File: src/rtl/uart_rx_pkg.sv
// rtl/uart_rx_pkg.sv - shared types and helpers for the oversampled UART receiver
package uart_rx_pkg;

    typedef enum logic [2:0] {
        ST_IDLE,
        ST_START,
        ST_DATA,
        ST_PARITY,
        ST_STOP,
        ST_BREAK
    } uart_rx_state_t;

    localparam int MAX_DATA_BITS  = 9;
    localparam int MAX_FRAME_BITS = 1 + MAX_DATA_BITS + 1 + 2;

    // Expected parity bit for zero-extended data; odd=1 selects odd parity.
    function automatic logic parity_bit(input logic [MAX_DATA_BITS-1:0] data, input logic odd);
        return (^data) ^ odd;
    endfunction

endpackage

File: src/rtl/sync_fifo.sv
// rtl/sync_fifo.sv - show-ahead synchronous FIFO with occupancy count
module sync_fifo #(
    parameter int WIDTH = 8,
    parameter int DEPTH = 16
) (
    input  logic                       clk,
    input  logic                       rst,
    input  logic                       push,
    input  logic [WIDTH-1:0]           din,
    input  logic                       pop,
    output logic [WIDTH-1:0]           dout,
    output logic [$clog2(DEPTH):0]     count,
    output logic                       full,
    output logic                       empty
);
    localparam int AW = $clog2(DEPTH);

    logic [WIDTH-1:0] mem [DEPTH];
    logic [AW-1:0]    wr_ptr;
    logic [AW-1:0]    rd_ptr;
    logic             pop_ok;
    logic             push_ok;

    assign empty   = (count == '0);
    assign full    = (count == (AW+1)'(DEPTH));
    assign pop_ok  = pop & ~empty;
    // A pop frees the slot this cycle, so a push into a full FIFO still lands.
    assign push_ok = push & (~full | pop_ok);
    assign dout    = empty ? '0 : mem[rd_ptr];

    always_ff @(posedge clk or posedge rst) begin
        if (rst) begin
            wr_ptr <= '0;
            rd_ptr <= '0;
            count  <= '0;
        end else begin
            if (push_ok) wr_ptr <= wr_ptr + 1'b1;
            if (pop_ok)  rd_ptr <= rd_ptr + 1'b1;
            count <= count + (AW+1)'(push_ok) - (AW+1)'(pop_ok);
        end
    end

    always_ff @(posedge clk) begin
        if (push_ok) mem[wr_ptr] <= din;
    end

endmodule

File: src/rtl/uart_rx_term.sv
// rtl/uart_rx_term.sv - oversampled UART receiver with error flags and receive FIFO
module uart_rx_term
    import uart_rx_pkg::*;
#(
    parameter int CLK_DIV    = 16,
    parameter int DATA_BITS  = 8,
    parameter int PARITY_EN  = 0,
    parameter int PARITY_ODD = 0,
    parameter int STOP_BITS  = 1,
    parameter int FIFO_DEPTH = 16
) (
    input  logic                          HCLK,
    input  logic                          HRESET,
    input  logic                          rx,
    input  logic                          rd_en,
    input  logic                          clr_err,
    output logic [DATA_BITS-1:0]          rx_data,
    output logic                          rx_valid,
    output logic                          fifo_full,
    output logic [$clog2(FIFO_DEPTH):0]   fifo_count,
    output logic                          frame_err,
    output logic                          parity_err,
    output logic                          overrun,
    output logic                          busy
);
    localparam int CW = $clog2(CLK_DIV);
    localparam int IW = $clog2(MAX_FRAME_BITS);
    localparam logic [CW-1:0] HALF_LOAD = CW'(CLK_DIV/2 - 1);
    localparam logic [CW-1:0] BIT_LOAD  = CW'(CLK_DIV - 1);

    uart_rx_state_t          state;
    logic                    rx_meta, rx_s, rx_prev;
    logic [CW-1:0]           cnt;
    logic [IW-1:0]           bit_idx;
    logic [DATA_BITS-1:0]    shreg;
    logic [MAX_DATA_BITS-1:0] par_data;
    logic                    par_pend;
    logic                    push_req;
    logic                    fifo_empty;

    always_comb begin
        par_data = '0;
        par_data[DATA_BITS-1:0] = shreg;
    end

    always_ff @(posedge HCLK or posedge HRESET) begin
        if (HRESET) begin
            rx_meta <= 1'b1;
            rx_s    <= 1'b1;
            rx_prev <= 1'b1;
        end else begin
            rx_meta <= rx;
            rx_s    <= rx_meta;
            rx_prev <= rx_s;
        end
    end

    always_ff @(posedge HCLK or posedge HRESET) begin
        if (HRESET) begin
            state      <= ST_IDLE;
            cnt        <= '0;
            bit_idx    <= '0;
            shreg      <= '0;
            par_pend   <= 1'b0;
            push_req   <= 1'b0;
            frame_err  <= 1'b0;
            parity_err <= 1'b0;
            overrun    <= 1'b0;
        end else begin
            push_req <= 1'b0;
            // Clears come first so that a same-cycle set below takes priority.
            if (clr_err) begin
                frame_err  <= 1'b0;
                parity_err <= 1'b0;
                overrun    <= 1'b0;
            end
            if (push_req && fifo_full && !rd_en) overrun <= 1'b1;

            case (state)
                ST_IDLE: begin
                    if (rx_prev && !rx_s) begin
                        state    <= ST_START;
                        cnt      <= HALF_LOAD;
                        bit_idx  <= '0;
                        par_pend <= 1'b0;
                    end
                end
                ST_START: begin
                    if (cnt != '0) cnt <= cnt - 1'b1;
                    else if (rx_s) state <= ST_IDLE;
                    else begin
                        cnt   <= BIT_LOAD;
                        state <= ST_DATA;
                    end
                end
                ST_DATA: begin
                    if (cnt != '0) cnt <= cnt - 1'b1;
                    else begin
                        cnt   <= BIT_LOAD;
                        shreg <= {rx_s, shreg[DATA_BITS-1:1]};
                        if (int'(bit_idx) == DATA_BITS - 1) begin
                            bit_idx <= '0;
                            state   <= (PARITY_EN != 0) ? ST_PARITY : ST_STOP;
                        end else begin
                            bit_idx <= bit_idx + 1'b1;
                        end
                    end
                end
                ST_PARITY: begin
                    if (cnt != '0) cnt <= cnt - 1'b1;
                    else begin
                        cnt      <= BIT_LOAD;
                        par_pend <= (rx_s != parity_bit(par_data, 1'(PARITY_ODD)));
                        state    <= ST_STOP;
                    end
                end
                ST_STOP: begin
                    if (cnt != '0) cnt <= cnt - 1'b1;
                    else if (!rx_s) begin
                        frame_err <= 1'b1;
                        state     <= ST_BREAK;
                    end else if (int'(bit_idx) == STOP_BITS - 1) begin
                        push_req <= 1'b1;
                        if (par_pend) parity_err <= 1'b1;
                        state <= ST_IDLE;
                    end else begin
                        cnt     <= BIT_LOAD;
                        bit_idx <= bit_idx + 1'b1;
                    end
                end
                ST_BREAK: begin
                    if (rx_s) state <= ST_IDLE;
                end
                default: state <= ST_IDLE;
            endcase
        end
    end

    assign busy     = (state != ST_IDLE);
    assign rx_valid = ~fifo_empty;

    sync_fifo #(
        .WIDTH (DATA_BITS),
        .DEPTH (FIFO_DEPTH)
    ) u_fifo (
        .clk   (HCLK),
        .rst   (HRESET),
        .push  (push_req),
        .din   (shreg),
        .pop   (rd_en),
        .dout  (rx_data),
        .count (fifo_count),
        .full  (fifo_full),
        .empty (fifo_empty)
    );

endmodule

File: config.mk
export PLATFORM = sky130hd
export DESIGN_NAME = uart_rx_term
export DESIGN_NICKNAME = d
export VERILOG_FILES = /design/src/rtl/uart_rx_pkg.sv /design/src/rtl/sync_fifo.sv /design/src/rtl/uart_rx_term.sv
export SDC_FILE = /design/constraint.sdc
export NUM_CORES = 1
export LEC_CHECK = 0
export ABC_AREA = 1
export BUFFER_PORTS_ARGS = -buffer_cell sky130_fd_sc_hd__buf_2
export CAP_MARGIN = 10
export CORE_MARGIN = 10
export CORE_UTILIZATION = 30
export DETAILED_ROUTE_END_ITERATION = 16
export GPL_TIMING_DRIVEN = 0
export PLACE_DENSITY = 0.48
export RECOVER_POWER = 25
export SYNTH_ARGS = -nofsm -noshare
export SYNTH_HDL_FRONTEND = slang
export SYNTH_SLANG_ARGS = --single-unit
File: constraint.sdc
create_clock -name HCLK -period 4.3 [get_ports HCLK]
set_clock_uncertainty 0.1 [all_clocks]
set_input_delay 0.215 -clock HCLK [delete_from_list [all_inputs] [get_ports HCLK]]
set_output_delay 0.215 -clock HCLK [all_outputs]
set_load 0.02 [all_outputs]
[Word-level counts from Yosys, hierarchy flattened]
Memories as Yosys holds them, arrays and structs flattened.
Cells that the tools add are included.
Word-level totals
  word-level logic and storage cells: 118
  memories kept: 1
  output and inout port bits: 19
  memory bits (writable): 128
  input bits: 5
  register bits: 40
Cells by class
  bitwise operators: 6
  mux-type cells: 48
  reductions and logical operators: 21
  $add $sub $neg: 6
  equality and inequality tests: 21
Memories
  u_fifo.mem: depth 16, width 8, read ports 1, clocked after Yosys merged registers in 0, wr ports 1, line sync_fifo.sv:18  | logic [WIDTH-1:0] mem [DEPTH];
Operators with widths (number)
  two-way mux 4 bit: 13
  two-way mux 3 bit: 9
  two-way mux 1 bit: 20
  != test 2 bit (second input constant): 9
  one-hot mux 3 bit (6 select lines): 1
  one-hot mux 4 bit (4 select lines): 1
  adder 4 x 1 -> 4 bit (second input constant): 3
  != test 3 bit (second input constant): 4
  one-hot mux 4 bit (3 select lines): 1
  parity 9 bit: 1
  two-way mux 8 bit: 1
  AND reduction 8 bit: 1
  nonzero test 4 bit: 2
  == test 3 x 2 -> 1 bit (second input constant): 2
  == test 3 bit (second input constant): 2
  AND reduction 6 bit: 1
  nonzero test 3 bit: 2
  adder 5 x 1 -> 5 bit: 1
  == test 5 bit (second input constant): 1
  logical NOT 5 bit: 1
  AND reduction 5 bit: 1
  subtractor 5 x 1 -> 5 bit: 1
  == test 4 bit (second input constant): 1
  logical NOT 4 bit: 1
  other kinds (15): 22

[Logic depth before layout (Yosys ltp)]
Gate-level depths: netlist of run 1.
  word-level depth: 7
  depth in mapped cells: 13
  depth with buffers taken out: 13

[Cells and area by module]
A second synthesis of run 1 with hierarchy kept.
Unflattened totals
  cell total of the unflattened synthesis: 751
  area total of the unflattened synthesis: 7577.3 um^2
Modules (own cells, without submodules)
  sync_fifo: seq. area each 4169.0 um^2, times used 1, cells each 521, area each 5958.2 um^2
  uart_rx_term: seq. area each 679.4 um^2, times used 1, cells each 230, area each 1619.1 um^2

[Worst setup path after synthesis of run 1]
No wires, ideal clock.
  kind: reg-to-reg
  from: register u_fifo.count[3]
  to: register u_fifo.count[4]
  arrival time: 2.585 ns
  stages on the path, launching flop included: 14
  setup slack: 1.536 ns
  path buffers: 0
  library setup time: 0.079 ns
  period minus slack after synthesis: 2.764 ns
  cell sequence: dfrtp_1 inv_1 ha_1 nand4_1 nand2_1 inv_1 ha_1 inv_1 ha_1 fa_1 a21oi_1 nor2_1 nor2_1 xor2_1
On the way
  cells in the longest elaborated chain, start to end: 7
  elaborated cells between the ends (all ways): 9
  those cells by class: add/sub (2); eq/ne (1); bitwise (5); reduce/logical (1)
RTL lines
  start: declaration: line sync_fifo.sv:12  | output logic [$clog2(DEPTH):0] count,
  start signal: assignment: line sync_fifo.sv:39  | count <= count + (AW+1)'(push_ok) - (AW+1)'(pop_ok);
  logical NOT 5 bit (*): line sync_fifo.sv:24  | assign empty = (count == '0);
  inverter 1 bit (*)
  named net rx_valid: line uart_rx_term.sv:18  | output logic rx_valid,
  bitwise AND 1 bit (*): line sync_fifo.sv:26  | assign pop_ok = pop & ~empty;
  named net u_fifo.pop_ok: line sync_fifo.sv:21  | logic pop_ok;
  bitwise OR 1 bit: line sync_fifo.sv:28  | assign push_ok = push & (~full | pop_ok);
  bitwise AND 1 bit: line sync_fifo.sv:28
  adder 5 x 1 -> 5 bit: line sync_fifo.sv:39
  subtractor 5 x 1 -> 5 bit (*): line sync_fifo.sv:39
Mark *: on every way through the listed nets, which the timed path passes. The rest lies on a longest branch.
A chain may end at the register's enable or synchronous reset.

[Worst setup path in the final report of run 1]
  from: register u_fifo.count[2]
  to: register u_fifo.count[4]
On the way
  cells in the longest elaborated chain, start to end: 7
  elaborated cells between the ends (all ways): 9
  those cells by class: add/sub (2); eq/ne (1); bitwise (5); reduce/logical (1)
RTL lines (line)
  logical NOT 5 bit (*): sync_fifo.sv:24
  inverter 1 bit (*): sync_fifo.sv:26
  bitwise AND 1 bit (*): sync_fifo.sv:26
  named net u_fifo.pop_ok: sync_fifo.sv:21
  bitwise OR 1 bit: sync_fifo.sv:28
  bitwise AND 1 bit: sync_fifo.sv:28
  adder 5 x 1 -> 5 bit: sync_fifo.sv:39
  subtractor 5 x 1 -> 5 bit (*): sync_fifo.sv:39
Marks and branches as above.

==> results by group, run 1 <==
Timing
  • Slew Limit Fails: 25
  • Final Hold Vio Count: 0
  • Relative max-transition margin: -0.1100%
  • Slew @ Worst Pin: 1.502 ns
  • Minimum clock period: 3.034 ns
  • Max Fclk: 0.3295 GHz
  • Setup violators final: 0
  • RSZ-0062 raised after global routing: no
  • Setup_tns: 0 ns
  • Post-route clock period utilization: 70.57%

CTS
  • Root Driver: clkbuf_16
  • CTS H-tree depth: 4
  • Setup bufs post-CTS: 0
  • # resized after CTS: 0
  • Clk_lat worst skew: 0.42 ns
  • CTS tree: built
  • Clock-pin slew on the worst setup and hold paths: 0.07 ns
  • Cts bufs inserted: 17
  • CTS sink cnt: 168
  • CTS Buffer Depth: 2

Layout
  • Final Util: 35.15%
  • Fillers: 2,517
  • Layout area overhead: 15.02%
  • ANT cells: 0
  • Ratio of cells with drive above 1 in the final layout: 12.52%
  • Final Net Count: 783

Critical path
  • Crit Path Max Fanout: 6
  • CP Data Arrival Time: 3.28 ns
  • RR Startpoint: u_fifo.count[2]
  • CP Launch Point: u_fifo.count[2]
  • Crit. End Element: register
  • Worst R2R Path Depth: 13
  • Req. time, crit path: 4.55 ns
  • Crit Path Class: register to register
  • Crit path launch type: register

Route
  • Via density: 4.537
  • Met2 routed WL: 8309 um
  • First-pass DRT Iterations: 4
  • Avg WL per Cell: 16.85 um
  • DR vias: 4,986
  • Highest metal used: met4
  • Metal-1 WL: 9316 um
  • Final ANT Viol Nets: 0
  • Final WL: 18,510 um
  • Met3 WL: 670 um
  • DRT iter0 DRCs: 269
  • DRC: 0

Synth
  • Mapped Cells: 717
  • Register area share after synthesis: 65.05%
  • Cell area after synthesis: 7453 um^2
  • Area leader, netlist: edfxtp_1
  • Post-synthesis register bit count: 168
  • Area contributors post-synth: edfxtp_1 52%, nand2_1 12%, dfrtp_1 12%
  • Synth top area share: 51.57%
  • Syn Area/Cell: 10.40 um^2
  • Synth cell types: 30
  • Yosys Warn Count: 0
  • Post-Syn Nets: 737

Status
  • Violated checks: capacitance limit, slew limit
  • Outcome: complete, but fails checks

Floorplanning
  • Die Wd: 177.6 um
  • Die outline area: 31,550 um^2
  • Core area: 24,390 um^2
  • # rows: 57
  • IO Pins: 24
  • Initial core utilization: 30.56%
  • Die Span Y: 177.6 um

Placement
  • DP HPWL: 12,390 um
  • Port-buffer cells: 23
  • RD Place Congestion: 0.8169

Pwr
  • Peak VDD IR: 0.0003106 V
  • Power per cell area: 622.3 nW/um^2
  • Seq pwr share: 36.6%
  • Sw Ratio: 40.06%
  • Combinational share of power: 36.0%
  • P_sw: 0.002137 W
  • Internal power: 0.003198 W
  • Clk network pwr share: 27.5%
  • Leakage: 3.626 nW

Hold path
  • Hold depth: 3
  • Worst Hold Class: input pin to register
  • HP Start: rd_en

Global route
  • Largest net degree at the start of global routing: 26
  • Grt total ovfl: 0
  • Antenna violations before repair: 0
  • GRT Resource Usage Total: 12.05%
  • Global-route wire length before repair: 28,520 um
  • Vias in the first global route: 4,961

Job
  • Max-cap viol count: 1
==> cell usage after synthesis (all sizes together) <==
| cell | n |
|---|---|
| xor2 | 12 |
| nand4 | 3 |
| edfxtp | 128 |
| dfrtp | 37 |
| a21oi | 12 |
| xnor2 | 4 |
| clkbuf | 3 |
| clkinv | 2 |
| mux2 | 3 |
| nor2 | 33 |
| dfstp | 3 |
| o21ai | 20 |
| a22o | 1 |
| o211ai | 1 |
| a32o | 1 |
| nand2 | 255 |
| inv | 44 |
| nand3 | 117 |
| buf | 23 |
| ha | 14 |
| fa | 1 |
==> layout by cell type (no fill, tap or decap), types with 3 or more instances in the layout <==
master / count
nand2_4: 4
nor2_2: 5
xor2_1: 12
dfrtp_1: 37
clkbuf_1: 4
o21ai_1: 6
ha_1: 14
o21ai_0: 13
inv_8: 3
clkbuf_16: 17
nand4_1: 3
nand3_1: 117
inv_6: 3
buf_1: 3
edfxtp_1: 128
xnor2_1: 4
mux2_2: 3
buf_2: 42
inv_1: 40
nand2_1: 247
dlygate4sd3_1: 3
nand2_2: 4
inv_2: 3
nor2_1: 28
clkinvlp_4: 4
a21oi_1: 12
==> area by class of cell <==
type / instances / area [um^2] / share of cell area [%]
Clock buffer: 17 / 425.4 / 4.962
Clock inverter: 14 / 140.1 / 1.635
Inverter: 46 / 175.2 / 2.043
Tap cell: 324 / 405.4 / 4.729
Buffer: 26 / 125.1 / 1.459
Timing Repair Buffer: 27 / 148.9 / 1.737
Multi-Input combinational cell: 477 / 2305 / 26.88
Sequential cell: 168 / 4848 / 56.55
==> registers in the layout (all words and copies together) (netlist names) <==
name / count
rx_prev: 1
frame_err: 1
push_req: 1
cnt: 4
rx_s: 1
overrun: 1
u_fifo.wr_ptr: 4
u_fifo.count: 5
shreg: 8
u_fifo.rd_ptr: 4
u_fifo.mem: 128
rx_meta: 1
parity_err: 1
bit_idx: 4
par_pend: 1
state: 3
==> path summary, 6_finish.rpt <==
check / to / slack [ns]
min: overrun / 0.05
min reg2reg: rx_s / 0.26
max in group asynchronous: u_fifo.rd_ptr[0] / 2.01
max: u_fifo.count[4] / 1.27
max reg2reg: u_fifo.count[4] / 1.27
min in group asynchronous: par_pend / 0.30
==> stage by stage <==
step	setup WS, ns	cells	hold slack (ns)	area (um^2)	total power (W)
5_1_grt	1.032	1099	0.06896	8573	0.005688
2_1_floorplan	1.536	717	0.1195	7453	0.003286
6_report	1.266	1099	0.05355	8573	0.005335
3_5_place_dp	1.262	1065	0.1133	7994	0.003923
4_1_cts	1.245	1099	0.04108	8589	0.005399
3_3_place_gp	1.249	1064	0.2222	7974	0.003912
==> power by group through the flow <==
stage | sequential, W | combinational [W] | clock, W
4_1_cts | 0.00195 | 0.00195 | 0.00150
3_5_place_dp | 0.00199 | 0.00194 | 0
6_report | 0.00195 | 0.00192 | 0.00147
3_3_place_gp | 0.00198 | 0.00193 | 0
5_1_grt | 0.00197 | 0.00215 | 0.00157
2_1_floorplan | 0.00198 | 0.00130 | 0
==> timing repair <==
action | 4_1_cts | 5_1_grt
endpoints found under the hold margin | 42 | 0
hold buffers | 3 | 0
setup endpoints to repair | 0 | 0
==> metal layers <==
layer,GRT usage [%],vias up
li1,-,2501
met1,16.52,2384
met3,2.784,12
met4,3.161,0
met5,0,-
met2,18.78,89
==> logic make-up after synthesis <==
group	count (synthesis)	synth area share, %
muxes	3	0.4532
buffers and inverters	72	4.029
xor gates and xnor gates	16	1.880
and+or+nand+nor	408	23.32
DFF	168	65.05
AOI/OAI and AO/OA	35	2.652
adders and majority gates	15	2.619
==> worst max-delay path: stages (launching register included) <==
cell and delay [ns]:
dfrtp_1 0.41, inv_1 0.10, ha_1 0.17, nand4_1 0.28
nand2_1 0.27, inv_1 0.17, ha_1 0.30, inv_1 0.04
ha_1 0.22, fa_1 0.41, a21oi_1 0.18, nor2_1 0.05
nor2_1 0.11, xor2_1 0.14
Note: power is estimated with default switching activity, not from simulation.
==> inputs of run 2 (changes only) <==
==> constraint.sdc (replaced) <==
create_clock -name HCLK -period 2.85 [get_ports HCLK]
set_clock_uncertainty 0.1 [all_clocks]
set_input_delay 0.1425 -clock HCLK [delete_from_list [all_inputs] [get_ports HCLK]]
set_output_delay 0.1425 -clock HCLK [all_outputs]
set_load 0.02 [all_outputs]
==> run 2 against run 1 <==
Effect of this change: the run now ends clean; highest routed layer unchanged; combinational power up 51%; critical path depth stayed put; first-iteration DRC count is 1.5% higher; final area is 0.25% higher; register-to-register slack got worse by 1.1 ns; sequential power is 51% higher; worst hold slack gained 0.17 ns; total power up 51%.
==> results by group, run 2 (synthesis results as in run 1) <==
Critical path
  • Crit Path Class: register to register
  • CP Buf/Inv Count: 3 (unchanged)
  • Req. time, crit path: 3.10 ns (-1.45 ns)
  • Crit. End Element: register
  • Timing endpoint of the critical path: u_fifo.count[4]
  • Reg2reg setup slack: 0.16 ns (-1.10 ns)
  • Crit-path most repeated cell: ha_1
  • Crit path launch type: register
  • CP delay by family, top: adder cells
  • CP Launch Point: u_fifo.count[2]
  • RR Startpoint: u_fifo.count[2]
  • Crit Path Max Fanout: 3 (-3)
  • Number of stages on the worst setup path: 13 (unchanged)
  • CP Data Arrival Time: 2.94 ns (-0.34 ns)
  • CP max-delay cell: dfrtp_1
  • Worst R2R Path Depth: 13 (unchanged)
  • Worst r2r dst: u_fifo.count[4]
  • Cell Chain, Critical Path: inv_1, ha_1, nand4_1, nand2_2, clkinvlp_4, ha_1, inv_1, ha_1, fa_1, a21oi_1, nor2_1, nor2_1, xor2_1
  • Crit path largest cell delay: 0.41 ns (about the same)

Timing
  • Final Hold Vio Count: 0 (unchanged)
  • Slew Limit Fails: 0 (-100%)
  • RSZ-0062 raised after global routing: no
  • Hold Slack: 0.2237 ns (+0.1702 ns)
  • Slew @ Worst Pin: 1.488 ns (-0.01409 ns)
  • Post-route clock period utilization: 94.28% (+24 points)
  • Relative max-transition margin: 0.8292% (+0.94 points)
  • Final worst slack: 0.1632 ns (-1.102 ns)
  • Setup violators final: 0 (unchanged)
  • Minimum clock period: 2.687 ns (-0.3476 ns)
  • Max Fclk: 0.3722 GHz (+13%)

Global route
  • GRT Resource Usage Total: 12.07% (+0.014 points)
  • Global-route wire length before repair: 28,570 um (+0.15%)
  • Vias in the first global route: 4,971 (+0.20%)
  • Grt total ovfl: 0 (unchanged)
  • Antenna violations before repair: 0 (unchanged)
  • Largest net degree at the start of global routing: 26 (unchanged)

CTS
  • Root Driver: clkbuf_16
  • CTS tree: built
  • CTS sink cnt: 168 (unchanged)
  • Clk_lat worst skew: 0.42 ns (about the same)
  • CTS H-tree depth: 4 (unchanged)
  • Cts bufs inserted: 17 (unchanged)
  • Clock-pin slew on the worst setup and hold paths: 0.07 ns (about the same)
  • CTS Buffer Depth: 2 (unchanged)

Route
  • Via density: 4.520 (-0.37%)
  • Final WL: 18,510 um (about the same)
  • Avg WL per Cell: 16.79 um (-0.32%)
  • First-pass DRT Iterations: 5 (+1)
  • Final ANT Viol Nets: 0 (unchanged)
  • DRC: 0 (unchanged)
  • DRT iter0 DRCs: 273 (+1.5%)
  • DR vias: 4,981 (-0.10%)

Layout
  • Most frequent cells in the layout: 246 x nand2_1, 128 x edfxtp_1, 117 x nand3_1
  • Final Net Count: 786 (+0.38%)
  • Reg with most FFs: u_fifo.mem
  • Layout area overhead: 15.31%
  • Ratio of cells with drive above 1 in the final layout: 11.95% (-0.56 points)
  • Final Util: 35.24% (+0.087 points)
  • Max reg flops: 128 (unchanged)
  • Post-Layout Cell Count: 1,102 (+0.27%)
  • ANT cells: 0 (unchanged)
  • Regs by FF count: u_fifo.mem (128), shreg (8), u_fifo.count (5)
  • Commonest non-fill, non-tap cell in the layout: nand2_1

Pwr
  • Sw Ratio: 40.08% (about the same)
  • Seq pwr share: 36.6% (about the same)
  • P_sw: 0.003225 W (+51%)
  • Power per cell area: 936.2 nW/um^2 (+50%)
  • Clk network pwr share: 27.5% (about the same)
  • Peak VDD IR: 0.0004664 V (+50%)
  • Internal power: 0.004821 W (+51%)
  • Combinational share of power: 35.9% (about the same)
  • Leakage: 3.607 nW (-0.53%)

Floorplanning
  • Die Span Y: 177.6 um (unchanged)
  • Initial core utilization: 30.56% (unchanged)
  • # rows: 57 (unchanged)
  • Core area: 24,390 um^2 (unchanged)
  • Die outline area: 31,550 um^2 (unchanged)
  • IO Pins: 24 (unchanged)
  • Die Wd: 177.6 um (unchanged)

Placement
  • Port-buffer cells: 23 (unchanged)
  • Placement Setup Slack: -0.1875 ns (-1.450 ns)
  • Placed cells: 1,065 (unchanged)
  • RD Place Congestion: 0.8169 (unchanged)
  • DP HPWL: 12,390 um (unchanged)

Job
  • Max-cap viol count: 0 (-1)

Hold path
  • Worst Hold Class: input pin to async pin

Status
  • Outcome: completed
==> run 2: worst reg2reg max path, delay by kind of cell, from the launching register on <==
family / cells / cell delay (ns)
AO/OA/AOI/OAI: 1 / 0.18
XOR/XNOR: 1 / 0.14
adder cells (fa/ha/maj): 4 / 1.07
buffers and inverters: 3 / 0.25
flip-flops: 1 / 0.41
AND/OR/NAND/NOR: 4 / 0.47
==> run 2: final cells by class <==
type | count | area, um^2
buffer | 26 | 125.1
timing repair buffer | 30 | 163.9
inverter | 46 | 178.9
fill | 2519 | 15800
sequential | 168 | 4848
clock buffer | 17 | 425.4
tap | 324 | 405.4
multi-input combinational | 477 | 2307
clock inverter | 14 | 140.1
==> run 2: how the worst min path moves through the flow <==
stage / start / endpoint / slack (ns)
6_report: HRESET / par_pend / 0.22
5_1_grt: rx / rx_meta / 0.24
4_1_cts: HRESET / par_pend / 0.13
3_5_place_dp: HRESET / u_fifo.count[3] / 0.04
3_3_place_gp: rx / rx_meta / 0.15
2_1_floorplan: rx / rx_meta / 0.05
==> run 2: repair_timing <==
item | 4_1_cts | 5_1_grt
gates resized for setup | 1 | 1
hold endpoints to repair | 45 | 0
setup buffers | 1 | 1
pin swaps | 1 | 0
setup endpoints to repair | 1 | 1
hold buffers | 4 | 0
gates cloned | 0 | 0
==> run 2: stage by stage <==
step                cell area [um^2]  setup TNS, ns  total power (W)
floorplan                       7453              0         0.004958
global placement                7974        -0.2009         0.005903
detailed placement              7994        -0.1875         0.005919
CTS                             8610              0         0.008152
global route                    8594              0         0.008583
finish                          8594              0         0.008046
==> run 2: power by group through the flow <==
stage | combinational (W) | clock, W | sequential (W)
CTS | 0.00295 | 0.00226 | 0.00295
detailed placement | 0.00292 | 0 | 0.00300
global route | 0.00324 | 0.00238 | 0.00297
global placement | 0.00291 | 0 | 0.00299
finish | 0.00289 | 0.00221 | 0.00294
floorplan | 0.00197 | 0 | 0.00299
==> run 2: routing by layer <==
layer | up-vias | track usage [%] | part of all wire (%)
met4 | 0 | 3.161 | 1.2
met2 | 90 | 18.83 | 45
met3 | 12 | 2.805 | 4.2
met5 | - | 0 | 0
li1 | 2508 | - | -
met1 | 2371 | 16.50 | 50
